<file path="src/rtl/pll_seq_pkg.sv">
// Shared types for the PLL reset sequencer.
//   pll_seq_state_t : sequencer FSM states
//   max3            : largest of three counts, used to size the shared counter
package pll_seq_pkg;

  typedef enum logic [2:0] {
    RST_PLL   = 3'd0,
    WAIT_LOCK = 3'd1,
    STABLE    = 3'd2,
    RUN       = 3'd3,
    FAULT     = 3'd4
  } pll_seq_state_t;

  function automatic int unsigned max3(input int unsigned a,
                                       input int unsigned b,
                                       input int unsigned c);
    int unsigned m;
    m = (a > b) ? a : b;
    return (m > c) ? m : c;
  endfunction

endpackage

</file>
<file path="src/rtl/sync_2ff.sv">
// Single-bit two-flop synchroniser for a level crossing into i_clk.
// Ports:
//   i_clk : destination clock
//   i_d   : asynchronous input level
//   o_q   : synchronised level, two i_clk edges behind i_d
module sync_2ff (
  input  logic i_clk,
  input  logic i_d,
  output logic o_q
);

  (* ASYNC_REG = "TRUE" *) logic r_meta_p0;
  (* ASYNC_REG = "TRUE" *) logic r_sync_p1;

  // Stage p0 may go metastable; stage p1 gives it a full cycle to resolve.
  always_ff @(posedge i_clk) begin
    r_meta_p0 <= i_d;
    r_sync_p1 <= r_meta_p0;
  end

  assign o_q = r_sync_p1;

endmodule

</file>
<file path="src/rtl/pll_reset_sequencer.sv">
// Brings the system PLL out of reset and holds the design-wide reset until
// PLL lock has been continuously present for a qualification window.
// Re-sequences the PLL on lock loss or on request, with bounded retries and
// a sticky fault state. Runs on the PLL reference clock only.
// Ports:
//   clkin     : reference clock (only clock)
//   reset     : synchronous active-high reset
//   pll_lock  : raw PLL LOCK, asynchronous to clkin
//   restart   : one-cycle request to re-sequence the PLL
//   pll_reset : PLL reset pin, active-high
//   sys_reset : downstream reset, active-high
//   ready     : high while running on a qualified lock
//   fault     : high in the sticky fault state
//   lock_lost : one-cycle pulse when lock drops while running
//   retries   : lock timeouts in the current sequence
module pll_reset_sequencer
  import pll_seq_pkg::*;
#(
  parameter int unsigned RESET_CYCLES  = 16,
  parameter int unsigned LOCK_TIMEOUT  = 65536,
  parameter int unsigned STABLE_CYCLES = 1024,
  parameter int unsigned MAX_RETRIES   = 3
) (
  input  logic                               clkin,
  input  logic                               reset,
  input  logic                               pll_lock,
  input  logic                               restart,
  output logic                               pll_reset,
  output logic                               sys_reset,
  output logic                               ready,
  output logic                               fault,
  output logic                               lock_lost,
  output logic [$clog2(MAX_RETRIES+1)-1:0]   retries
);

  localparam int unsigned CNT_MAX = max3(RESET_CYCLES, LOCK_TIMEOUT, STABLE_CYCLES);
  localparam int          CNT_W   = $clog2(CNT_MAX + 1);
  localparam int          RET_W   = $clog2(MAX_RETRIES + 1);

  localparam logic [CNT_W-1:0] RESET_LAST   = CNT_W'(RESET_CYCLES - 1);
  localparam logic [CNT_W-1:0] TIMEOUT_LAST = CNT_W'(LOCK_TIMEOUT - 1);
  localparam logic [CNT_W-1:0] STABLE_LAST  = CNT_W'(STABLE_CYCLES - 1);
  localparam logic [RET_W-1:0] RET_LIMIT    = RET_W'(MAX_RETRIES);

  logic             w_lock_s;

  pll_seq_state_t   r_state;
  pll_seq_state_t   w_state_nxt;
  logic [CNT_W-1:0] r_cnt;
  logic [CNT_W-1:0] w_cnt_nxt;
  logic [RET_W-1:0] r_retries;
  logic [RET_W-1:0] w_retries_nxt;
  logic [RET_W-1:0] w_retries_inc;
  logic             w_lock_lost_nxt;

  logic             w_pll_reset_nxt;
  logic             w_sys_reset_nxt;
  logic             w_ready_nxt;
  logic             w_fault_nxt;

  logic             r_pll_reset;
  logic             r_sys_reset;
  logic             r_ready;
  logic             r_fault;
  logic             r_lock_lost;

  sync_2ff u_lock_sync (
    .i_clk (clkin),
    .i_d   (pll_lock),
    .o_q   (w_lock_s)
  );

  // State register: FSM state, shared counter, retry count and outputs.
  always_ff @(posedge clkin) begin
    if (reset) begin
      r_state     <= RST_PLL;
      r_cnt       <= '0;
      r_retries   <= '0;
      r_pll_reset <= 1'b1;
      r_sys_reset <= 1'b1;
      r_ready     <= 1'b0;
      r_fault     <= 1'b0;
      r_lock_lost <= 1'b0;
    end else begin
      r_state     <= w_state_nxt;
      r_cnt       <= w_cnt_nxt;
      r_retries   <= w_retries_nxt;
      r_pll_reset <= w_pll_reset_nxt;
      r_sys_reset <= w_sys_reset_nxt;
      r_ready     <= w_ready_nxt;
      r_fault     <= w_fault_nxt;
      r_lock_lost <= w_lock_lost_nxt;
    end
  end

  // Next-state logic. restart outranks everything below reset, so a restart
  // coinciding with lock loss in RUN does not raise lock_lost.
  always_comb begin
    w_state_nxt     = r_state;
    w_retries_nxt   = r_retries;
    w_retries_inc   = r_retries + 1'b1;
    w_lock_lost_nxt = 1'b0;

    if (restart) begin
      w_state_nxt   = RST_PLL;
      w_retries_nxt = '0;
    end else begin
      unique case (r_state)
        RST_PLL: begin
          if (r_cnt == RESET_LAST) w_state_nxt = WAIT_LOCK;
        end
        WAIT_LOCK: begin
          if (w_lock_s) begin
            w_state_nxt = STABLE;
          end else if (r_cnt == TIMEOUT_LAST) begin
            w_retries_nxt = w_retries_inc;
            w_state_nxt   = (w_retries_inc == RET_LIMIT) ? FAULT : RST_PLL;
          end
        end
        STABLE: begin
          // Any drop during qualification restarts the window from WAIT_LOCK.
          if (!w_lock_s) begin
            w_state_nxt = WAIT_LOCK;
          end else if (r_cnt == STABLE_LAST) begin
            w_state_nxt   = RUN;
            w_retries_nxt = '0;
          end
        end
        RUN: begin
          if (!w_lock_s) begin
            w_state_nxt     = RST_PLL;
            w_lock_lost_nxt = 1'b1;
          end
        end
        FAULT: begin
          w_state_nxt = FAULT;
        end
        default: begin
          w_state_nxt = RST_PLL;
        end
      endcase
    end

    // Counter restarts on every state change and on restart (which also
    // re-arms the hold count while already in RST_PLL). It only needs to run
    // in the timed states.
    if (restart || (w_state_nxt != r_state)) begin
      w_cnt_nxt = '0;
    end else if (r_state inside {RUN, FAULT}) begin
      w_cnt_nxt = r_cnt;
    end else begin
      w_cnt_nxt = r_cnt + 1'b1;
    end
  end

  // Output decode from the next state, registered alongside the state so
  // outputs change on the same edge.
  always_comb begin
    w_pll_reset_nxt = (w_state_nxt == RST_PLL) || (w_state_nxt == FAULT);
    w_sys_reset_nxt = (w_state_nxt != RUN);
    w_ready_nxt     = (w_state_nxt == RUN);
    w_fault_nxt     = (w_state_nxt == FAULT);
  end

  assign pll_reset = r_pll_reset;
  assign sys_reset = r_sys_reset;
  assign ready     = r_ready;
  assign fault     = r_fault;
  assign lock_lost = r_lock_lost;
  assign retries   = r_retries;

endmodule

</file>
<file path="config.mk">
export PLATFORM = sky130hd
export DESIGN_NAME = pll_reset_sequencer
export DESIGN_NICKNAME = d
export VERILOG_FILES = /design/src/rtl/pll_seq_pkg.sv /design/src/rtl/sync_2ff.sv /design/src/rtl/pll_reset_sequencer.sv
export SDC_FILE = /design/constraint.sdc
export NUM_CORES = 1
export LEC_CHECK = 0
export CAP_MARGIN = 20
export CELL_PAD_IN_SITES_DETAIL_PLACEMENT = 1
export CELL_PAD_IN_SITES_GLOBAL_PLACEMENT = 2
export CORE_MARGIN = 8
export CORE_UTILIZATION = 35
export DETAILED_ROUTE_END_ITERATION = 8
export PLACE_DENSITY_LB_ADDON = 0.1
export SYNTH_ARGS = -nofsm -noshare
export SYNTH_HDL_FRONTEND = slang
export SYNTH_SLANG_ARGS = --single-unit
</file>
<file path="constraint.sdc">
create_clock -name clkin -period 4.4 [get_ports clkin]
set_input_delay 0.88 -clock clkin [delete_from_list [all_inputs] [get_ports clkin]]
set_output_delay 0.88 -clock clkin [all_outputs]
set_load 0.01 [all_outputs]
</file>
Word-level counts from Yosys, hierarchy flattened
Index checks and enable logic that the tools add are counted.

Flip-flop bits (word level): 29. Input port bits: 4.

Add/subtract/negate cells: 2. Eq/ne operators: 16. Multiplexer cells: 15. Bitwise gates (word level): 1. Reduce and logical (&&, ||, !) cells: 10.

Operators by type and width (number): $mux W3 (8); $add A17 B1 Y17 const B (1); $eq A17 B10 Y1 const B (1); $eq A17 B16 Y1 const B (1); $eq A17 B4 Y1 const B (1); $pmux W3 S5 (1); $eq A3 B2 Y1 const B (3); $mux W2 (4); $eq A3 B3 Y1 const B (2); $logic_not A3 Y1 (2); $ne A2 B2 Y1 const B (3); $reduce_and A5 Y1 (1); $pmux W2 S2 (1); $reduce_bool A2 Y1 (2); $reduce_or A2 Y1 (2); $eq A3 B1 Y1 const B (1); $ne A3 B2 Y1 const B (1); $ne A3 B3 Y1 (1); $reduce_or A3 Y1 (1); $add A2 B1 Y2 const B (1); $eq A2 B2 Y1 const B (1); $logic_or A1 B1 Y1 (2); $ne A2 B1 Y1 const B (1); $mux W1 (1); $not A1 Y1 (1).

Depth between registers and ports, before layout
Word-level depth: 10. Gate-level depth with buffers: 10.

Modules after synthesis
From an unflattened synthesis, not the netlist that was laid out.

Cells, all modules: 162. Area, all modules: 1473.9 µm².

Modules (own cells, without submodules): pll_reset_sequencer (instances 1, cells each 160, area each 1433.9 µm²); sync_2ff (instances 1, cells each 2, area each 40.0 µm²).

Least setup slack after synthesis
OpenSTA, ideal clock, no wires.

Path kind: flip-flop to flip-flop. Start point: register r_cnt[0]. End point: register r_cnt[10]. Arrival: 2223 ps. Required time: 4277 ps. Setup slack: 2054 ps. Stages on the path, launching flop included: 11. Path through: dfxtp_1 -> ha_1 -> and3_1 -> and3_1 -> ha_1 -> or4_1 -> a31oi_1 -> or3_1 -> buf_2 -> buf_6 -> a211oi_1.

Cells in the longest elaborated chain, start to end: 8. Elaborated cells between the ends (all ways): 14. Those cells by class: add/sub (1); eq/ne (4); mux (7); reduce/logical (2).

RTL lines: from (decl) (RTL line pll_reset_sequencer.sv:49) `logic [CNT_W-1:0] r_cnt;`; from (signal assigned) (RTL line pll_reset_sequencer.sv:86) `r_cnt <= w_cnt_nxt;`; $eq A17 B10 Y1 or $eq A17 B16 Y1 (tied branches) (RTL line pll_reset_sequencer.sv:124, pll_reset_sequencer.sv:115); $mux W3, on equally long branches (RTL line pll_reset_sequencer.sv:124, pll_reset_sequencer.sv:115); $mux W3, on equally long branches (RTL line pll_reset_sequencer.sv:122, pll_reset_sequencer.sv:113); $pmux W3 S5 (RTL line pll_reset_sequencer.sv:108) `unique case (r_state)`; $mux W3 (RTL line pll_reset_sequencer.sv:104) `if (restart) begin`; $ne A3 B3 Y1 (RTL line pll_reset_sequencer.sv:147) `if (restart || (w_state_nxt != r_state)) begin`; $logic_or A1 B1 Y1 (RTL line pll_reset_sequencer.sv:147); $reduce_or A2 Y1 (no line).

Parallel ways exist; a longest one is shown, timed or not. A chain may end at the register's enable or synchronous reset.

Worst setup path in the final report
Start point: register r_cnt[4]. End point: register r_cnt[1].

Cells in the longest elaborated chain, start to end: 8. Elaborated cells between the ends (all ways): 13. Those cells by class: eq/ne (4); mux (7); reduce/logical (2).

RTL lines (RTL line): $eq A17 B10 Y1 or $eq A17 B16 Y1 (tied branches) (pll_reset_sequencer.sv:124, pll_reset_sequencer.sv:115); $mux W3, on equally long branches (pll_reset_sequencer.sv:124, pll_reset_sequencer.sv:115); $mux W3, on equally long branches (pll_reset_sequencer.sv:122, pll_reset_sequencer.sv:113); $pmux W3 S5 (*) (pll_reset_sequencer.sv:108); $mux W3 (*) (pll_reset_sequencer.sv:104); $ne A3 B3 Y1 (*) (pll_reset_sequencer.sv:147); $logic_or A1 B1 Y1 (*) (pll_reset_sequencer.sv:147); $reduce_or A2 Y1 (no line) (*).

Every way passes the cells marked *; elsewhere a longest branch is shown, timed or not.

==> summary.md <==
| Metric | Value |
|---|---|
| Proportion of register bits with asynchronous set or reset after synthesis | 0% |
| Final hold violation count | 0 |
| Global-route wire length before repair | about 6.3 mm |
| Horizontal die dimension | between 80 and 90 µm |
| Via count of the routed design | approximately 1200 |
| Post-synthesis sequential element count | 29 |
| FF-to-FF path depth | 8 |
| Max-cap violation count | 0 |
| Deepest clock path buffer count | 2 |
| Max Clock Skew | between 0.004 and 0.005 ns |
| Worst reg2reg setup slack | 1.62 ns |
| Adder and majority cell fraction of the synthesized area | under 10% |
| Number of standard cells in the final layout excluding fillers | between 200 and 250 |
| Initial DRC count | 39 |
| Placer's final routability congestion estimate | about 0.75 |
| Netlist Area Pre-Place | approximately 0.0015 mm² |
| Number of distinct library cells after synthesis | 42 |
| Setup repair after global routing missed its margin | no |
| Biggest area consumer among synthesized cells | sky130_fd_sc_hd__dfxtp_1 |
| Peak VDD IR | 0.123 mV |
| Final count of pins violating max slew | 0 |
| Transition time at the pin with the least slew margin | between 0.8 and 0.9 ns |
| Simple-gate share of the synthesized area | ~25% |
| Commonest cells after routing, fill and taps aside | sky130_fd_sc_hd__dfxtp_1 (29), sky130_fd_sc_hd__a211oi_1 (14), sky130_fd_sc_hd__nand2_1 (12) |
| Main combinational cell family by area after synthesis | simple AND/OR/NAND/NOR gates |
| Worst skew pair latency | around 0.28 ns |
| Top Ports | 11 |
| Critical path launch point | r_cnt[4] |
| Crit-path max FO | 17 |
| Remaining global-route overflow | 0 |
| Initial antenna violation count | 0 |
| Most common cell after layout, fill and taps aside | sky130_fd_sc_hd__dfxtp_1 |
| Final critical-path required period | roughly 2.8 ns |
| Number of inserted diodes | 0 |
| Hold path start | u_lock_sync.r_meta_p0 |
| Clock Sinks | 29 |
| Drt drc | 0 |
| Worst slew slack as a fraction of its limit | around 44% |
| Gate count after technology mapping | 159 |
| Overall die height | ~80 µm |
| Share of the clock period used by the worst path after layout | ~63% |
| Worst reg2reg endpoint | r_cnt[1] |
| Top area cells in the synthesized netlist | sky130_fd_sc_hd__dfxtp_1 (40%), sky130_fd_sc_hd__a211oi_1 (7.2%), sky130_fd_sc_hd__xor2_1 (4.8%), sky130_fd_sc_hd__xnor2_1 (4.2%), sky130_fd_sc_hd__nand2_1 (3.1%) |
| Number of synthesis warnings | 0 |
| Number of synthesized flops with an enable pin | 0 |
| Clock tree from TritonCTS | yes |
| Area of the die | 0.00646 mm² |
| Sequential cell area fraction in the yosys report | approximately 40% |
| Cell area power density | 321 mW/mm² |
| HPWL after DPL | 2.53 mm |
| First drt pass iteration count | 4 |
| Final WL | approximately 3.6 mm |
| WP data required | around 4.6 ns |
| Number of cell rows | 23 |
| PortBufs | 10 |
| Largest stage delay on the critical path | ~0.6 ns |
| Setup Buffers After CTS | 0 |
| Count of cells resized by post-cts repair | 0 |
| Pin count of the biggest net entering global routing | 18 |
| Number of buffers inserted by hold repair at cts | 0 |
| Mapped Avg Cell Area | around 9 µm² |
| Endpoint of the worst setup timing path | r_cnt[1] |
| Setup_tns | 0 ns |
| Share of post-route cells with drive strength above 1 | under 10% |
| Final setup violation count | 0 |
| Area share of the largest cell type after synthesis | between 40% and 50% |
| Htree depth | 2 |
| Initial standard-cell utilization of the core | a little over a third |
| Via density | around 5.5 |
| Worst Hold Class | reg2reg |
| Final routed wire length divided by cell count | 16.4 µm |
| Synthesized-area fraction occupied by ao, oa, aoi and oai cells | 17.4% |
| Number of CTS-inserted buffers | 5 |
| Element type at the critical path end | flip-flop |
| Achievable clock frequency | between 300 and 400 MHz |
| Fin nets | roughly 170 |
| Synthesized net count | 166 |
| Xor and xnor fraction of the mapped netlist area | under 10% |
| Clock edge transition at the registers on the reported setup and hold paths | ~0.06 ns |
| Cell chosen for the clock root | sky130_fd_sc_hd__clkbuf_8 |
| Startpoint-to-endpoint class of the critical path | reg2reg |
| Arr. time, crit path | between 2 and 3 ns |
| CP cell instances | nand4_1, nor3_1, and3_1, ha_1, or4_1, a31oi_1, or3_1, a221oi_1 |
| Startpoint of the lowest-slack register-to-register path | r_cnt[4] |
| Number of routed nets with antenna violations | 0 |
| Launching element type of the critical path | flip-flop |
| GRT Resource Usage Total | between 10% and 20% |
| Post-synthesis to final-layout area growth | 13.4% |
| Library cell contributing the largest single delay on the critical path | sky130_fd_sc_hd__or3_1 |
| Number of global-route vias before repair | roughly 1300 |
| Mux cell area share after synthesis | 0% |
| Pleak | 0.558 nW |
| Core area | approximately 0.004 mm² |
| Number of cells after detailed placement | roughly 210 |
| Status | finished, final reports clean |
| Commonest register cell after synthesis | sky130_fd_sc_hd__dfxtp_1 |
## kinds of logic after synthesis
group                    count (synthesis)
adder cells (fa/ha/maj)                  3
AO/OA/AOI/OAI                           34
AND/OR/NAND/NOR                         64
buffers and inverters                   14
flip-flops                              29
XOR/XNOR                                15
## registers in the layout (all words and copies together), names as in the netlist
register,cells
lock_lost,1
sys_reset,1
u_lock_sync.r_meta_p0,1
r_state,3
retries,2
r_cnt,17
ready,1
u_lock_sync.o_q,1
pll_reset,1
fault,1
## cell usage after synthesis, types with 2 or more instances
| cell | count |
|---|---|
| sky130_fd_sc_hd__inv_1 | 3 |
| sky130_fd_sc_hd__and2_1 | 2 |
| sky130_fd_sc_hd__xnor2_1 | 7 |
| sky130_fd_sc_hd__nand3_1 | 4 |
| sky130_fd_sc_hd__or3_1 | 2 |
| sky130_fd_sc_hd__or2_2 | 2 |
| sky130_fd_sc_hd__nor2_1 | 11 |
| sky130_fd_sc_hd__o21ai_0 | 2 |
| sky130_fd_sc_hd__a211oi_2 | 2 |
| sky130_fd_sc_hd__and3_1 | 3 |
| sky130_fd_sc_hd__a211oi_1 | 14 |
| sky130_fd_sc_hd__buf_6 | 2 |
| sky130_fd_sc_hd__a21oi_1 | 6 |
| sky130_fd_sc_hd__and4_1 | 2 |
| sky130_fd_sc_hd__nor3_1 | 7 |
| sky130_fd_sc_hd__buf_4 | 2 |
| sky130_fd_sc_hd__nand4_1 | 7 |
| sky130_fd_sc_hd__clkbuf_1 | 2 |
| sky130_fd_sc_hd__nand2_1 | 12 |
| sky130_fd_sc_hd__o31a_1 | 2 |
| sky130_fd_sc_hd__nor4_1 | 4 |
| sky130_fd_sc_hd__dfxtp_1 | 29 |
| sky130_fd_sc_hd__xor2_1 | 8 |
| sky130_fd_sc_hd__ha_1 | 3 |
| sky130_fd_sc_hd__buf_2 | 4 |
## stage by stage
| stage | hold WS, ns | setup WS [ns] | instance area, µm² | total power, W | utilization [%] |
|---|---|---|---|---|---|
| final | 0.328 | 1.62 | 1640 | 0.000527 | 41.1 |
| after global routing | 0.348 | 1.36 | 1640 | 0.000551 | 41.1 |
| after CTS | 0.332 | 1.59 | 1640 | 0.000535 | 41.1 |
| after detailed placement | 0.317 | 1.61 | 1540 | 0.000289 | 38.6 |
| after global placement | 0.313 | 1.65 | 1540 | 0.000288 | 38.6 |
| after floorplan | 0.310 | 2.05 | 1450 | 0.000283 | - |
## worst min-delay path by stage
stage,end,slack (ns),depth (start not counted)
floorplan,u_lock_sync.o_q,0.31,0
global placement,u_lock_sync.o_q,0.31,0
detailed placement,u_lock_sync.o_q,0.32,0
CTS,u_lock_sync.o_q,0.33,0
global route,u_lock_sync.o_q,0.35,0
finish,u_lock_sync.o_q,0.33,0
## final cells by class
cell class / count / area (µm²)
Fill cell: 466 / 2360
Sequential cell: 29 / 581
Timing Repair Buffer: 10 / 100
Clock inverter: 1 / 5.00
Inverter: 3 / 11.3
Tap cell: 50 / 62.6
Multi-Input combinational cell: 116 / 788
Clock buffer: 7 / 96.3
## report_power, final
| group | switching (W) | internal [W] |
|---|---|---|
| Sequential | 0.00000309 | 0.000265 |
| Clock | 0.000103 | 0.000141 |
| Combinational | 0.00000813 | 0.00000613 |
| Total | 0.000115 | 0.000413 |
## critical path: cells and delay by family (launching register included)
kind / cells / cell delay [ns]
simple gates: 5 / 1.54
flops: 1 / 0.45
compound gates: 2 / 0.48
fa+ha+maj: 1 / 0.23
## layer usage
metal  vias to the layer above  track usage, %  share of wire, %
li1                        601               -                 -
met1                       573            14.5                46
met2                        14            20.3                49
met3                         6            4.80               3.8
met4                         0            4.91               1.3
met5                         -               0                 0
Power figures use the tool's default switching activity.
